===== config.mk =====
export PLATFORM = sky130hd
export DESIGN_NAME = dsb_coupling_acc
export DESIGN_NICKNAME = d
export VERILOG_FILES = /design/src/rtl/dsb_pkg.sv /design/src/rtl/dsb_sat_round.sv /design/src/rtl/dsb_coupling_acc.sv
export SDC_FILE = /design/constraint.sdc
export NUM_CORES = 1
export LEC_CHECK = 0
export BUFFER_PORTS_ARGS = -buffer_cell sky130_fd_sc_hd__buf_2
export CAP_MARGIN = 20
export CORE_MARGIN = 4
export CORE_UTILIZATION = 58
export DETAILED_ROUTE_END_ITERATION = 8
export PLACE_DENSITY = 0.76
export SYNTH_ARGS = -nofsm -noshare
export SYNTH_HDL_FRONTEND = slang
export SYNTH_HIERARCHICAL = 1
export SYNTH_SLANG_ARGS = --single-unit

===== constraint.sdc =====
create_clock -name clk -period 5.08 [get_ports clk]
set_clock_uncertainty 0.15 [all_clocks]
set_input_delay 1.016 -clock clk [delete_from_list [all_inputs] [get_ports clk]]
set_output_delay 1.016 -clock clk [all_outputs]
set_load 0.01 [all_outputs]

===== src/rtl/dsb_pkg.sv =====
// Shared types and helpers for the dSB datapath stages.
//   Q_WIDTH / Q_FRAC : default fixed-point format (Q8.8)
//   q_t              : signed Q-format word
//   acc_state_e      : coupling accumulator FSM states
//   sat_round()      : round-half-up then saturate a wide accumulator to a narrow word
package dsb_pkg;

    localparam int unsigned Q_WIDTH = 16;
    localparam int unsigned Q_FRAC  = 8;

    typedef logic signed [Q_WIDTH-1:0] q_t;

    typedef enum logic [1:0] {IDLE, ACCUM, DRAIN, HOLD} acc_state_e;

    typedef struct packed {
        logic        sat;
        logic [63:0] val;
    } sat_res_t;

    // acc must already be sign-extended to 64 bits; frac >= 1, width <= 63.
    function automatic sat_res_t sat_round(input logic signed [63:0] acc,
                                           input int unsigned        frac,
                                           input int unsigned        width);
        sat_res_t           res;
        logic signed [63:0] r;
        logic signed [63:0] hi;
        logic signed [63:0] lo;
        r  = (acc + (64'sd1 <<< (frac - 1))) >>> frac;
        hi = (64'sd1 <<< (width - 1)) - 64'sd1;
        lo = -(64'sd1 <<< (width - 1));
        if (r > hi) begin
            res.sat = 1'b1;
            res.val = hi;
        end else if (r < lo) begin
            res.sat = 1'b1;
            res.val = lo;
        end else begin
            res.sat = 1'b0;
            res.val = r;
        end
        return res;
    endfunction

endpackage


===== src/rtl/dsb_sat_round.sv =====
// Combinational round-half-up and saturate from a wide signed accumulator to a WIDTH-bit word.
//   acc_i : signed accumulator, FRAC extra fraction bits relative to the output
//   q_o   : rounded, saturated result
//   sat_o : high when q_o was clipped
module dsb_sat_round
    import dsb_pkg::*;
#(
    parameter int unsigned ACC_W = 36,
    parameter int unsigned WIDTH = Q_WIDTH,
    parameter int unsigned FRAC  = Q_FRAC
) (
    input  logic [ACC_W-1:0] acc_i,
    output logic [WIDTH-1:0] q_o,
    output logic             sat_o
);

    logic [63:0] acc_ext;
    sat_res_t    res;
    logic        unused_hi;

    assign acc_ext   = {{(64-ACC_W){acc_i[ACC_W-1]}}, acc_i};
    assign res       = sat_round(acc_ext, FRAC, WIDTH);
    assign q_o       = res.val[WIDTH-1:0];
    assign sat_o     = res.sat;
    // Upper bits are only a sign extension of q_o after saturation.
    assign unused_hi = ^res.val[63:WIDTH];

endmodule


===== src/rtl/dsb_coupling_acc.sv =====
// Local-field accumulator for one spin node: sums J_ij * x_j over a term group and hands a
// rounded, saturated Q8.8 coupling_force to the downstream PE.
//   clk, rst_n          : clock, asynchronous active-low reset
//   clear               : synchronous abort; flushes pipeline, drops result, clears flags
//   in_valid/in_ready   : term handshake; in_weight, in_x (Q8.8), in_last ends the group
//   out_valid/out_ready : result handshake; coupling_force held while stalled
//   overflow            : sticky, output saturated
//   deg_err             : sticky, a group had more than MAX_DEG terms
// Build option: define DSB_SIGN_COUPLING_EN for discrete-SB mode (x reduced to its sign,
// no multiplier).
module dsb_coupling_acc
    import dsb_pkg::*;
#(
    parameter int unsigned WIDTH   = Q_WIDTH,
    parameter int unsigned FRAC    = Q_FRAC,
    parameter int unsigned MAX_DEG = 8
) (
    input  logic             clk,
    input  logic             rst_n,
    input  logic             clear,
    input  logic             in_valid,
    output logic             in_ready,
    input  logic [WIDTH-1:0] in_weight,
    input  logic [WIDTH-1:0] in_x,
    input  logic             in_last,
    output logic             out_valid,
    input  logic             out_ready,
    output logic [WIDTH-1:0] coupling_force,
    output logic             overflow,
    output logic             deg_err
);

    localparam int unsigned ACC_W = 2 * WIDTH + $clog2(MAX_DEG) + 1;
    localparam int unsigned CNT_W = $clog2(MAX_DEG + 2);
    localparam logic [CNT_W-1:0] CntMax = CNT_W'(MAX_DEG + 1);

    acc_state_e state_q;

    logic                 accept;
    logic                 first_term;
    logic [2*WIDTH-1:0]   w_ext;
    logic [2*WIDTH-1:0]   prod_d;
    logic [2*WIDTH-1:0]   prod_q;
    logic                 s1_valid_q;
    logic                 s1_first_q;
    logic                 s1_last_q;
    logic                 s2_last_q;
    logic [ACC_W-1:0]     prod_acc;
    logic [ACC_W-1:0]     acc_q;
    logic [CNT_W-1:0]     cnt_q;
    logic [CNT_W-1:0]     cnt_d;
    logic [WIDTH-1:0]     rnd_val;
    logic                 rnd_sat;
    logic                 out_valid_q;
    logic [WIDTH-1:0]     force_q;
    logic                 overflow_q;
    logic                 deg_err_q;

    assign in_ready   = (state_q == IDLE) || (state_q == ACCUM);
    assign accept     = in_valid && in_ready && !clear;
    assign first_term = (state_q == IDLE);
    assign w_ext      = {{WIDTH{in_weight[WIDTH-1]}}, in_weight};

`ifdef DSB_SIGN_COUPLING_EN
    logic unused_x;
    // Only the sign of x matters; x = 0 counts as +1.
    assign unused_x = ^in_x[WIDTH-2:0];
    always_comb begin
        prod_d = in_x[WIDTH-1] ? ((-w_ext) << FRAC) : (w_ext << FRAC);
    end
`else
    logic [2*WIDTH-1:0] x_ext;
    assign x_ext = {{WIDTH{in_x[WIDTH-1]}}, in_x};
    // Both operands sign-extended to 2*WIDTH, so the truncated product is the signed product.
    always_comb begin
        prod_d = w_ext * x_ext;
    end
`endif

    // Term counter saturates one past MAX_DEG so an over-long group stays detectable.
    always_comb begin
        cnt_d = cnt_q;
        if (first_term) begin
            cnt_d = CNT_W'(1);
        end else if (cnt_q != CntMax) begin
            cnt_d = cnt_q + CNT_W'(1);
        end
    end

    assign prod_acc = {{(ACC_W-2*WIDTH){prod_q[2*WIDTH-1]}}, prod_q};

    // S1 product register, S2 accumulator, term counter and degree flag.
    always_ff @(posedge clk or negedge rst_n) begin
        if (!rst_n) begin
            prod_q     <= '0;
            s1_valid_q <= 1'b0;
            s1_first_q <= 1'b0;
            s1_last_q  <= 1'b0;
            s2_last_q  <= 1'b0;
            acc_q      <= '0;
            cnt_q      <= '0;
            deg_err_q  <= 1'b0;
        end else if (clear) begin
            s1_valid_q <= 1'b0;
            s1_first_q <= 1'b0;
            s1_last_q  <= 1'b0;
            s2_last_q  <= 1'b0;
            acc_q      <= '0;
            cnt_q      <= '0;
            deg_err_q  <= 1'b0;
        end else begin
            s1_valid_q <= accept;
            s1_first_q <= accept && first_term;
            s1_last_q  <= accept && in_last;
            if (accept) begin
                prod_q <= prod_d;
                cnt_q  <= cnt_d;
                if (cnt_d == CntMax) begin
                    deg_err_q <= 1'b1;
                end
            end
            if (s1_valid_q) begin
                acc_q <= s1_first_q ? prod_acc : acc_q + prod_acc;
            end
            // acc_q holds the complete group sum in the cycle this is high.
            s2_last_q <= s1_valid_q && s1_last_q;
        end
    end

    dsb_sat_round #(
        .ACC_W(ACC_W),
        .WIDTH(WIDTH),
        .FRAC (FRAC)
    ) u_sat_round (
        .acc_i(acc_q),
        .q_o  (rnd_val),
        .sat_o(rnd_sat)
    );

    // Control FSM with registered result, valid and overflow.
    always_ff @(posedge clk or negedge rst_n) begin
        if (!rst_n) begin
            state_q     <= IDLE;
            out_valid_q <= 1'b0;
            force_q     <= '0;
            overflow_q  <= 1'b0;
        end else if (clear) begin
            // The last coupling_force value is deliberately kept.
            state_q     <= IDLE;
            out_valid_q <= 1'b0;
            overflow_q  <= 1'b0;
        end else begin
            case (state_q)
                IDLE: begin
                    if (accept) begin
                        state_q <= in_last ? DRAIN : ACCUM;
                    end
                end
                ACCUM: begin
                    if (accept && in_last) begin
                        state_q <= DRAIN;
                    end
                end
                DRAIN: begin
                    if (s2_last_q) begin
                        state_q     <= HOLD;
                        out_valid_q <= 1'b1;
                        force_q     <= rnd_val;
                        if (rnd_sat) begin
                            overflow_q <= 1'b1;
                        end
                    end
                end
                HOLD: begin
                    if (out_ready) begin
                        state_q     <= IDLE;
                        out_valid_q <= 1'b0;
                    end
                end
                default: state_q <= IDLE;
            endcase
        end
    end

    assign out_valid      = out_valid_q;
    assign coupling_force = force_q;
    assign overflow       = overflow_q;
    assign deg_err        = deg_err_q;

endmodule


[After elaboration in Yosys (flattened, before gate mapping)]
Cells that the tools add are included.
Storage, ports and cells
  bits in latches: 0
  logic and storage cells: 80
  memory bits (read-only): 0
  output and inout port bits: 20
  input bits: 38
  register bits after elaboration: 97
  memory bits (writable): 0
  memories kept: 0
Cells by class
  muxes and demuxes: 31
  shifts and indexed selects: 0
  magnitude comparators: 2
  equality and inequality tests: 9
  add/subtract/negate cells: 3
  div/mod/pow operators: 0
  bitwise gates (word level): 1
  reduce and logical (&&, ||, !) cells: 21
  $mul: 1
Operators with widths (count)
  2-to-1 mux 65 bit: 2
  2-to-1 mux 36 bit: 3
  adder 36 x 9 -> 37 bit, second input constant: 1
  adder 36 bit: 1
  multiplier 16 x 16 -> 32 bit: 1
  > comparator 29 x 16 -> 1 bit, second input constant: 1
  < comparator 29 x 16 -> 1 bit, second input constant: 1
  2-to-1 mux 4 bit: 4
  2-to-1 mux 1 bit: 14
  2-to-1 mux 2 bit: 6
  nonzero test 2 bit: 6
  != test 3 bit, second input constant: 3
  AND reduction 3 bit: 3
  case mux 2 bit (4 select lines): 1
  logical AND 1 bit: 5
  adder 4 x 1 -> 4 bit, second input constant: 1
  == test 2 bit, second input constant: 2
  == test 4 bit, second input constant: 1
  != test 4 bit, second input constant: 1
  AND reduction 2 bit: 2
  AND reduction 4 bit: 1
  != test 3 x 2 -> 1 bit, second input constant: 1
  nonzero test 3 bit: 1
  == test 2 x 1 -> 1 bit, second input constant: 1
  5 further kinds: 5

[Logic depth before layout (Yosys ltp)]
  word-level depth: 8
  gate-level depth with buffers: 25
  gate-level depth less buffers: 24

[By module]
The synthesis kept the hierarchy.
By module, submodules not included
  dsb_coupling_acc: area each 16140.5 µm², cells each 1810, instances 1, seq. area each 2427.3 µm²
  dsb_sat_round: area each 940.9 µm², cells each 135, instances 1, seq. area each 0.0 µm²

[Worst setup path before layout]
Ideal clock, no wire load.
  kind: input -> register
  start: in in_weight[15]
  end: reg prod_q[31]
  buffers on the path: 1
  slack: -1727 ps
  arrival time: 6588 ps
  data required time: 4861 ps
  cell stages on the path: 21
  library setup time: 69 ps
  path through: clkbuf_1 -> nand2_1 -> fa_1 -> inv_1 -> fa_1 -> fa_1 -> fa_1 -> fa_1 -> inv_1 -> fa_1 -> inv_1 -> ha_1 -> and2_1 -> nor2b_1 -> nand3_1 -> nor2_1 -> a21oi_1 -> a21oi_1 -> nand3_1 -> a211o_1 -> nand3_1
On the way
  cells in the longest elaborated chain, start to end: 1
Ends and longest elaborated chain
  start, declared: line dsb_coupling_acc.sv:23  | input logic [WIDTH-1:0] in_weight,
  multiplier 16 x 16 -> 32 bit: line dsb_coupling_acc.sv:76  | prod_d = w_ext * x_ext;
  end signal, assigned: line dsb_coupling_acc.sv:116  | prod_q <= prod_d;
  end, declared: line dsb_coupling_acc.sv:43  | logic [2*WIDTH-1:0] prod_q;
Every way passes these cells.
A chain may end at the register's enable or synchronous reset.

[Final worst setup path]
  start: in in_x[6]
  end: reg prod_q[24]
On the way
  cells in the longest elaborated chain, start to end: 1
Ends and longest elaborated chain
  start, declared: line dsb_coupling_acc.sv:24  | input logic [WIDTH-1:0] in_x,
  multiplier 16 x 16 -> 32 bit: line dsb_coupling_acc.sv:76
Every way passes these cells.

==> impl_results.md <==
- # H-tree levels: 3
- Post-synth EDFFs: 0
- Crit. End Element: register
- Slew margin rel.: 0.436
- Slew Limit Fails: 0
- Per-cell routed wire length: 16.7 um
- Filler cells: 2120
- Hold Fails Final Rpt: 0
- CTS Sinks: 97
- Drt first pass iters: 5
- Setup_tns: -20280 ps
- Synth Warn #: 6
- Maximum fanout along the worst path: 7
- Status: complete, but fails checks
- Worst hold slack: 348 ps
- Nets: 2545
- Die X: 180 um
- Syn nets: 2370
- Synth top cells by count: inv_1 (358), fa_1 (263), nand2_1 (232)
- Synthesized area: 0.0171 mm^2
- Primary FF master, synth: dfrtp_1
- Design Area, Final: 0.0203 mm^2
- CTS Root Cell: clkbuf_16
- Failing checks: setup timing
- Asr flop ratio synth: 1.00
- Avg Synthesized Cell Area: 8.78 um^2
- Wire length after detailed routing: 41900 um
- Worst setup startpoint: in_x[6]
- ANT nets after route: 0
- Initial antenna violation count: 0
- Area leader, netlist: fa_1
- Antenna diodes: 0
- Final Setup Violations: 23
- Vias: 14000
- Vias per cell: 5.59
- Largest net degree at the start of global routing: 71
- GRT Total Usage: 0.257
- Final Cycle Share: 1.24
- Number of I/O pins: 58
- DRC: 0
- Yosys reg bits: 97
- Final setup margin: -1220 ps
- R2R cell count: 12
- Number of max-cap violations: 0
- P&R area growth vs syn: 19.1%
- RSZ-0062 raised after global routing: yes
- Core area: 0.0289 mm^2
- RD Place Congestion: 0.940
- Clock Pin Slew Worst Setup and Hold Paths: 70 ps
- Initial Util: 0.592
- Mapped Cells: 1945
- Worst R2R Setup Slack: 1450 ps
- F_max: 159 MHz
- Dpl hpwl: 32700 um
- Startpoint Class: primary input
- Die area: 0.0323 mm^2
- Sequential fraction of the synthesis area: 0.142
- Vias in the first global route: 14700
- Layout cells sized above 1: 0.231
- First-pass GRT wire length: 70200 um
- Cts bufs inserted: 9
- Dpl cell area: 0.0191 mm^2
- Worst-margin pin slew: 843 ps
- Library cells used by synthesis: 87
- Critical Path RT: 5140 ps
- Global route overflow: 0
- Final Core Density: 0.705
- Top-count cell post-synth: inv_1
- Reg2Reg Launch Point: prod_q[0]$_DFFE_PN0P_
- Detailed Route Iter0 Violations: 791
- Hold crit path type: reg -> reg
- Clock Path Buffers: 2
- Tmin final: 6300 ps
- CTS tree: yes
- WP data arrival: 6360 ps
- Top cell type's share of synthesized area: 0.308
- Worst setup endpoint: prod_q[24]$_DFFE_PN0P_
- FF-to-FF End: acc_q[32]$_DFFE_PN0P_
- Critical setup path kind: in -> reg
- Main area contributors after synthesis: fa_1 (31%), dfrtp_1 (14%), ha_1 (9.1%)
- Row cnt: 62
- Die Ht: 180 um
- Clock Latency Late Sink: 350 ps
- Port bufs: 57
per-layer routing:
metal  routed length (um)  share of wire  track usage  vias to the layer above
met5                    0              0            0                        -
li1                     -              -            -                     6593
met1                18300           0.44        0.347                     6948
met3                 1900          0.045       0.0273                       87
met2                20800           0.50        0.440                      392
met4                  925          0.022       0.0802                        0
cell families after synthesis:
group / synth area share
compound gates: 0.128
xor+xnor: 0.0385
fa+ha+maj: 0.399
buf+inv: 0.0971
flops: 0.142
mux: 0.0212
simple gates: 0.175
per-stage QoR:
step | setup WS [ps] | cells
after floorplan | -1180 | 1945
after global placement | -1540 | 2464
after detailed placement | -1640 | 2464
after CTS | -1160 | 2498
after global routing | -1410 | 2509
final | -1220 | 2509
flip-flops by register name, indices dropped and copies added, names as in the netlist:
signal	flops
acc_q	36
prod_q	32
coupling_force	16
cnt_q	4
state_q	2
deg_err	1
out_valid	1
overflow	1
s1_first_q	1
s1_last_q	1
s1_valid_q	1
s2_last_q	1
cell usage in the layout, fill, tap and decap left out, types with 20 or more instances in the layout:
master,netlist,routed
a21o_1,25,25
a21oi_1,70,46
and2_1,133,104
and2_4,0,28
buf_2,5,34
buf_4,0,166
buf_6,2,32
dfrtp_1,97,95
fa_1,263,247
ha_1,124,101
ha_4,0,20
inv_1,358,320
inv_2,0,38
nand2_1,232,215
nand3_1,26,24
nor2_1,83,79
o21ai_0,70,44
o21ai_1,14,30
xnor2_1,42,38
xor2_1,33,33
critical path: stages:
cell and delay, ps:
buf_12 110, and2_4 160, fa_1 530, inv_1 50
fa_1 530, fa_1 430, fa_1 500, inv_1 50
fa_1 490, inv_2 40, fa_1 510, inv_2 50
ha_4 230, a21o_1 150, a21o_1 200, a21oi_4 160
a21oi_4 100, o41ai_4 390, buf_4 190, a21oi_2 70
a21oi_2 150, xor2_1 180, o21ai_1 80
timing repair:
item / in CTS / in global routing
setup endpoints to repair: 23 / 24
gates resized for setup: 141 / 72
pin swaps: 67 / 83
setup buffers: 19 / 13
hold buffers: 0 / 0
worst min-delay path by stage:
stage                             startpoint                             to  slack, ps  cells past startpoint
6_report                 s1_last_q$_DFF_PN0_            s2_last_q$_DFF_PN0_        350                      1
5_1_grt        coupling_force[6]$_DFFE_PN0P_  coupling_force[6]$_DFFE_PN0P_        370                      1
4_1_cts                  s1_last_q$_DFF_PN0_            s2_last_q$_DFF_PN0_        350                      1
3_5_place_dp   coupling_force[8]$_DFFE_PN0P_  coupling_force[8]$_DFFE_PN0P_        340                      1
3_3_place_gp             s1_last_q$_DFF_PN0_            s2_last_q$_DFF_PN0_        330                      1
2_1_floorplan          prod_q[0]$_DFFE_PN0P_          prod_q[0]$_DFFE_PN0P_        320                      2
area by class of cell:
| class | instances | area, um^2 | area share |
|---|---|---|---|
| Tap cell | 384 | 480 | 0.0236 |
| Inverter | 358 | 1340 | 0.0661 |
| Clock buffer | 11 | 233 | 0.0114 |
| Sequential cell | 97 | 2430 | 0.119 |
| Multi-Input combinational cell | 1412 | 13800 | 0.681 |
| Clock inverter | 5 | 80.1 | 0.00394 |
| Timing Repair Buffer | 242 | 1930 | 0.0948 |
Power is not shown: default switching activity piles up to over one toggle a cycle in this logic, so the estimate is an artifact.
